$ cat src/rtl/multi_timer.sv
// multi_timer: NUM_CH independent compare timers on the CPU memory bus.
// Each channel has its own COMPARE, CTRL, COUNT and PRESCALE words. Every
// channel has a sticky pending flag, and the flag is masked by that
// channel's irq_en to form the interrupt.
//
// Optional feature: define MULTI_TIMER_PRESCALER_EN to add a per-channel
// prescaler. Without it, every channel ticks on every clk.
//
// Ports:
//   clk          system clock
//   resetq       asynchronous active-low reset
//   select       chip-select from the top-level address decode
//   wr           byte write mask; a bus write is select && wr != 0
//   addr         word address: [ADDR_W-1:2] selects the channel, [1:0] the register
//   data_in      write data
//   data_out     read data, combinational from addr
//   irq_pending  per-channel sticky pending flags
//   interrupt    OR over channels of (pending & irq_en)
module multi_timer #(
  parameter int unsigned NUM_CH   = 4,
  parameter int unsigned WIDTH    = 32,
  parameter int unsigned PS_WIDTH = 16,
  parameter int unsigned ADDR_W   = $clog2(NUM_CH) + 2
) (
  input  logic              clk,
  input  logic              resetq,
  input  logic              select,
  input  logic [3:0]        wr,
  input  logic [ADDR_W-1:0] addr,
  input  logic [31:0]       data_in,
  output logic [31:0]       data_out,
  output logic [NUM_CH-1:0] irq_pending,
  output logic              interrupt
);

  localparam int unsigned CH_W = (ADDR_W > 2) ? ADDR_W - 2 : 1;

  localparam logic [1:0] REG_COMPARE  = 2'd0;
  localparam logic [1:0] REG_CTRL     = 2'd1;
  localparam logic [1:0] REG_COUNT    = 2'd2;
  localparam logic [1:0] REG_PRESCALE = 2'd3;

  // Elaboration-time parameter range check
  if (NUM_CH < 1 || NUM_CH > 16 || WIDTH < 8 || WIDTH > 32 ||
      PS_WIDTH < 1 || PS_WIDTH > 32) begin : g_param_check
    $error("multi_timer: parameter out of range");
  end

  // Address decode
  logic [CH_W-1:0] w_ch;
  logic [1:0]      w_reg;
  logic            w_ch_valid;
  logic            w_wr;

  if (ADDR_W > 2) begin : g_ch_field
    assign w_ch = addr[ADDR_W-1:2];
  end else begin : g_ch_zero
    assign w_ch = '0;
  end

  assign w_reg      = addr[1:0];
  assign w_ch_valid = (32'(w_ch) < NUM_CH);
  assign w_wr       = select && (wr != 4'b0000);

  // Per-channel state
  logic [WIDTH-1:0]  r_count   [NUM_CH];
  logic [WIDTH-1:0]  r_compare [NUM_CH];
  logic [NUM_CH-1:0] r_en;
  logic [NUM_CH-1:0] r_periodic;
  logic [NUM_CH-1:0] r_irq_en;
  logic [NUM_CH-1:0] r_pending;

  // Per-channel decoded strobes
  logic [NUM_CH-1:0] w_hit;
  logic [NUM_CH-1:0] w_wr_cmp;
  logic [NUM_CH-1:0] w_wr_ctrl;
  logic [NUM_CH-1:0] w_clear;
  logic [NUM_CH-1:0] w_ack;
  logic [NUM_CH-1:0] w_tick;
  logic [NUM_CH-1:0] w_match;
  logic [NUM_CH-1:0] w_fire;
  logic [31:0]       w_cmp_next [NUM_CH];

`ifdef MULTI_TIMER_PRESCALER_EN
  logic [PS_WIDTH-1:0] r_ps     [NUM_CH];
  logic [PS_WIDTH-1:0] r_ps_cnt [NUM_CH];
  logic [NUM_CH-1:0]   w_wr_ps;
`endif

  // Write decode, tick generation and match detection
  always_comb begin
    w_hit     = '0;
    w_wr_cmp  = '0;
    w_wr_ctrl = '0;
    w_clear   = '0;
    w_ack     = '0;
    w_tick    = '0;
    w_match   = '0;
    w_fire    = '0;
`ifdef MULTI_TIMER_PRESCALER_EN
    w_wr_ps   = '0;
`endif
    for (int n = 0; n < NUM_CH; n++) begin
      w_cmp_next[n] = 32'(r_compare[n]);
    end
    for (int n = 0; n < NUM_CH; n++) begin
      w_hit[n]     = w_wr && w_ch_valid && (w_ch == CH_W'(n));
      w_wr_cmp[n]  = w_hit[n] && (w_reg == REG_COMPARE);
      w_wr_ctrl[n] = w_hit[n] && (w_reg == REG_CTRL);
      w_clear[n]   = w_wr_ctrl[n] && data_in[0];
      w_ack[n]     = w_wr_ctrl[n] && data_in[1];
`ifdef MULTI_TIMER_PRESCALER_EN
      w_wr_ps[n]   = w_hit[n] && (w_reg == REG_PRESCALE);
      w_tick[n]    = (r_ps_cnt[n] == r_ps[n]);
`else
      w_tick[n]    = 1'b1;
`endif
      w_match[n]   = (r_count[n] == r_compare[n]);
      // A clear in the same cycle suppresses the match entirely
      w_fire[n]    = w_tick[n] && r_en[n] && w_match[n] && !w_clear[n];
      for (int b = 0; b < 4; b++) begin
        if (wr[b]) begin
          w_cmp_next[n][8*b +: 8] = data_in[8*b +: 8];
        end
      end
    end
  end

  // Channel registers
  always_ff @(posedge clk or negedge resetq) begin
    if (!resetq) begin
      for (int n = 0; n < NUM_CH; n++) begin
        r_count[n]   <= '0;
        r_compare[n] <= '1;
      end
      r_en       <= '0;
      r_periodic <= '0;
      r_irq_en   <= '0;
      r_pending  <= '0;
    end else begin
      for (int n = 0; n < NUM_CH; n++) begin
        if (w_wr_cmp[n]) begin
          r_compare[n] <= WIDTH'(w_cmp_next[n]);
        end

        if (w_wr_ctrl[n]) begin
          r_en[n]       <= data_in[2];
          r_periodic[n] <= data_in[3];
          r_irq_en[n]   <= data_in[4];
        end else if (w_fire[n] && !r_periodic[n]) begin
          r_en[n] <= 1'b0;
        end

        if (w_clear[n]) begin
          r_count[n] <= '0;
        end else if (w_tick[n] && r_en[n]) begin
          r_count[n] <= w_match[n] ? '0 : r_count[n] + WIDTH'(1);
        end

        // A new match outranks an ack in the same cycle
        if (w_fire[n]) begin
          r_pending[n] <= 1'b1;
        end else if (w_ack[n]) begin
          r_pending[n] <= 1'b0;
        end
      end
    end
  end

`ifdef MULTI_TIMER_PRESCALER_EN
  // Prescaler: advances only while the channel is enabled, so a channel
  // enabled from idle starts a full prescale period
  always_ff @(posedge clk or negedge resetq) begin
    if (!resetq) begin
      for (int n = 0; n < NUM_CH; n++) begin
        r_ps[n]     <= '0;
        r_ps_cnt[n] <= '0;
      end
    end else begin
      for (int n = 0; n < NUM_CH; n++) begin
        if (w_wr_ps[n]) begin
          r_ps[n] <= data_in[PS_WIDTH-1:0];
        end

        if (w_clear[n] || w_wr_ps[n]) begin
          r_ps_cnt[n] <= '0;
        end else if (r_en[n]) begin
          r_ps_cnt[n] <= w_tick[n] ? '0 : r_ps_cnt[n] + PS_WIDTH'(1);
        end
      end
    end
  end
`endif

  // Read mux; unimplemented channels read 0
  always_comb begin
    data_out = '0;
    for (int n = 0; n < NUM_CH; n++) begin
      if (w_ch_valid && (w_ch == CH_W'(n))) begin
        case (w_reg)
          REG_COMPARE:  data_out = 32'(r_compare[n]);
          REG_CTRL:     data_out = {27'b0, r_irq_en[n], r_periodic[n],
                                    r_en[n], r_pending[n], 1'b0};
          REG_COUNT:    data_out = 32'(r_count[n]);
          REG_PRESCALE: begin
`ifdef MULTI_TIMER_PRESCALER_EN
            data_out = 32'(r_ps[n]);
`else
            data_out = '0;
`endif
          end
          default:      data_out = '0;
        endcase
      end
    end
  end

  assign irq_pending = r_pending;
  assign interrupt   = |(r_pending & r_irq_en);

endmodule
$ cat config.mk
export PLATFORM = sky130hd
export DESIGN_NAME = multi_timer
export DESIGN_NICKNAME = d
export VERILOG_FILES = /design/src/rtl/multi_timer.sv
export SDC_FILE = /design/constraint.sdc
export NUM_CORES = 1
export LEC_CHECK = 0
export ABC_CLOCK_PERIOD_IN_PS = 4150
export CORE_MARGIN = 8
export CORE_UTILIZATION = 50
export DETAILED_ROUTE_END_ITERATION = 8
export GPL_TIMING_DRIVEN = 0
export HOLD_SLACK_MARGIN = 0.12
export PLACE_DENSITY = 0.72
export SETUP_SLACK_MARGIN = 0.15
export SLEW_MARGIN = 20
export SYNTH_ARGS = -nofsm -noshare
export SYNTH_HDL_FRONTEND = slang
export SYNTH_SLANG_ARGS = --single-unit
$ cat constraint.sdc
create_clock -name clk -period 4.15 [get_ports clk]
set_clock_uncertainty 0.05 [all_clocks]
set_input_delay 1.0375 -clock clk [delete_from_list [all_inputs] [get_ports clk]]
set_output_delay 1.0375 -clock clk [all_outputs]
set_load 0.03 [all_outputs]
==> impl_results.md <==
- Io pins: 80
- Slowest stage cell, crit path: a222oi_1
- PD cells: 443 nW/um2
- Layout cell share with drive strength beyond 1: 28.3%
- Total grt overflow: 0
- Max VDD drop: 0.000328 V
- Clk_lat worst skew: 0.57 ns
- Critical Path, Cell by Cell: clkdlybuf4s15_2 -> clkbuf_8 -> nor2_2 -> clkbuf_8 -> clkbuf_8 -> a22o_1 -> a222oi_1 -> a211oi_2 -> buf_4
- Synth Cell Area: 16100 um2
- Pin count of the biggest net entering global routing: 100
- Initial Utilization: 50.1%
- Ys async rst share: 100%
- Clock Tree Buf Depth: 3
- Clk slew on worst S/H paths: 0.06 ns
- Clock net sink count: 272
- Fin crit period: 4.00 ns
- Post-synthesis net count: 1637
- DRC Markers: 0
- Post-synthesis sequential area ratio: 43.1%
- Crit path largest cell delay: 0.46 ns
- Initial antenna violation count: 0
- GPL Wtd Cong: 0.973
- R2R Path Start: r_count[3]
- Post-synth EDFFs: 0
- Class of the worst hold path: input port to async pin
- Final Max Tran Viols: 0
- Final period util: 96.3%
- Total of max-cap violations: 0
- Req. time, crit path: 3.06 ns
- Site Rows: 66
- Vias in the first global route: 13.4k
- 1st-iter DRT viols: 1239
- Syn_area_per_cell: 10.2 um2
- #FFs+latches synth: 272
- Hpwl dp: 43800 um
- Run status: completed
- # port buffers: 75
- Nets: 1754
- Die X: 196 um
- Routed wire length: 55800 um
- Final setup viols: 0
- Crit path capture type: output port
- Drt via density: 6.29
- Post-DP Area: 17600 um2
- Most used cell, CP: clkbuf_8
- Routed via count: 13.5k
- Max Freq: 250 MHz
- DR pass1 iterations: 7
- Worst Setup Start Kind: input port
- Core Area: 32200 um2
- Global-route wire length before repair: 84300 um
- Die area: 38300 um2
- RSZ-0062 raised after global routing: yes
- H-Tree Depth: 1
- CTS tree: built
- WHS: 0.295 ns
- Synth Flop Type: dfrtp_1
- WS Path Type: input port to output port
- Slew HR: 35.4%
- CP max FO: 10
- Synthesis-to-finish area growth: 17.4%
- Static Leak: 7.39 nW
- Ant diodes: 0
- Worst Tran Pin Value: 0.959 ns
- Setup TNS: 0 ns
- Fin. Hold Viols: 0
- Hold_buf cts: 0
- Worst Setup SP: addr[3]
- Design Area, Final: 19000 um2
- Tot Pwr: 0.00839 W
- Arrival time worst endpoint: 2.91 ns
- Die height: 196 um
- Gate Count Post-Synth: 1590
- Count of cell types in the netlist: 66
- Post-route antenna net violation count: 0
- Post-layout util: 58.9%
- Tot GR Track Use: 28.9%
- DR WL/cell: 26.1 um
- CTS Buf Count: 31
- CTS Root Cell: clkbuf_16
- Synth Warn #: 0
worst max-delay path, delay by kind of cell:
kind / cells / cell delay (ns)
AO/OA/AOI/OAI: 3 / 0.80
buffers and inverters: 5 / 1.00
AND/OR/NAND/NOR: 1 / 0.06
cell type report:
type                       instances  area [um2]
inverter                          20        75.1
multi-input combinational       1202        8940
fill                            2740       13300
clock buffer                      48         961
sequential                       272        6970
clock inverter                     9         101
buffer                            96         632
tap                              408         510
timing repair buffer              84         769
cells in the mapped netlist (24+ instances only):
cell type    n  area (um2)
xnor2_1    177        1550
nand2_1    152         571
dfrtp_1    144        3600
mux2_2     138        1550
nor2_1     133         499
dfstp_2    128        3360
clkbuf_1    76         285
nand4_1     65         407
o21ai_0     63         315
nand3_1     58         290
mux2i_1     44         440
xor2_1      39         342
a21oi_1     33         165
nor3_1      30         150
a211oi_1    24         180
a22o_1      24         210
per-stage QoR:
step	worst slack [ns]	instances
after detailed placement	-1.87	2076
final	0.153	2139
after CTS	0.160	2139
after global routing	0.145	2139
after global placement	-9.60	2073
after floorplan	0.188	1590
cell families (layout without fill, tap and decap cells):
logic type | count (synthesis) | count (layout) | share of synthesized area, %
simple gates | 546 | 546 | 17.0
flops | 272 | 272 | 43.1
compound gates | 236 | 236 | 10.1
xor+xnor | 216 | 216 | 11.7
mux | 200 | 200 | 14.9
buf+inv | 116 | 257 | 2.87
fa+ha+maj | 4 | 4 | 0.310
report_power, final:
group          total [W]  internal [W]  switching (W)
clock            0.00283       0.00171        0.00112
sequential       0.00370       0.00321       0.000494
combinational    0.00186      0.000836        0.00102
total            0.00839       0.00575        0.00264
registers in the layout (all words and copies together), names as in the netlist:
register     flops
r_compare      128
r_count        128
irq_pending      4
r_en             4
r_irq_en         4
r_periodic       4
layer usage:
layer / track usage, % / part of all wire (%) / vias to the layer above
met5: 0 / 0 / -
met3: 4.04 / 6.5 / 131
met4: 13.1 / 5.1 / 0
met1: 37.7 / 41 / 6810
li1: - / - / 5968
met2: 47.4 / 47 / 555
cells in the final DEF, fill, tap and decap left out, types with 12 or more instances in the layout:
master           count
a211oi_2            22
a21o_1              19
a21oi_1             28
a222oi_1            19
a22o_1              24
and3_1              15
buf_2               21
buf_4               12
clkbuf_1            49
clkbuf_16           34
clkbuf_2            19
clkbuf_4            13
clkbuf_8            19
clkdlybuf4s50_1     38
dfrtp_1            144
dfstp_2            128
inv_1               20
mux2_2             138
mux2i_1             40
mux4_2              18
nand2_1            152
nand3_1             58
nand4_1             65
nor2_1             131
nor3_1              28
nor4_1              15
o21ai_0             59
o311ai_0            14
xnor2_1            177
xor2_1              39
path summary, 6_finish.rpt:
kind / slack (ns) / cells after the start / endpoint
worst min register to register: 0.50 / 1 / r_irq_en[1]
worst min-delay path: 0.30 / 1 / r_count[61]
max in group asynchronous: 2.68 / 3 / r_compare[112]
worst max-delay path: 0.15 / 9 / data_out[28]
worst max register to register: 0.70 / 8 / r_count[6]
min in group clk: 0.50 / 1 / r_irq_en[1]
what timing repair did:
item,CTS,global route
endpoints found under the hold margin,0,0
setup buffers,5,0
pin swaps,17,10
setup endpoints to repair,32,30
cloned,1,0
gates resized for setup,228,56
Power figures use the tool's default switching activity.
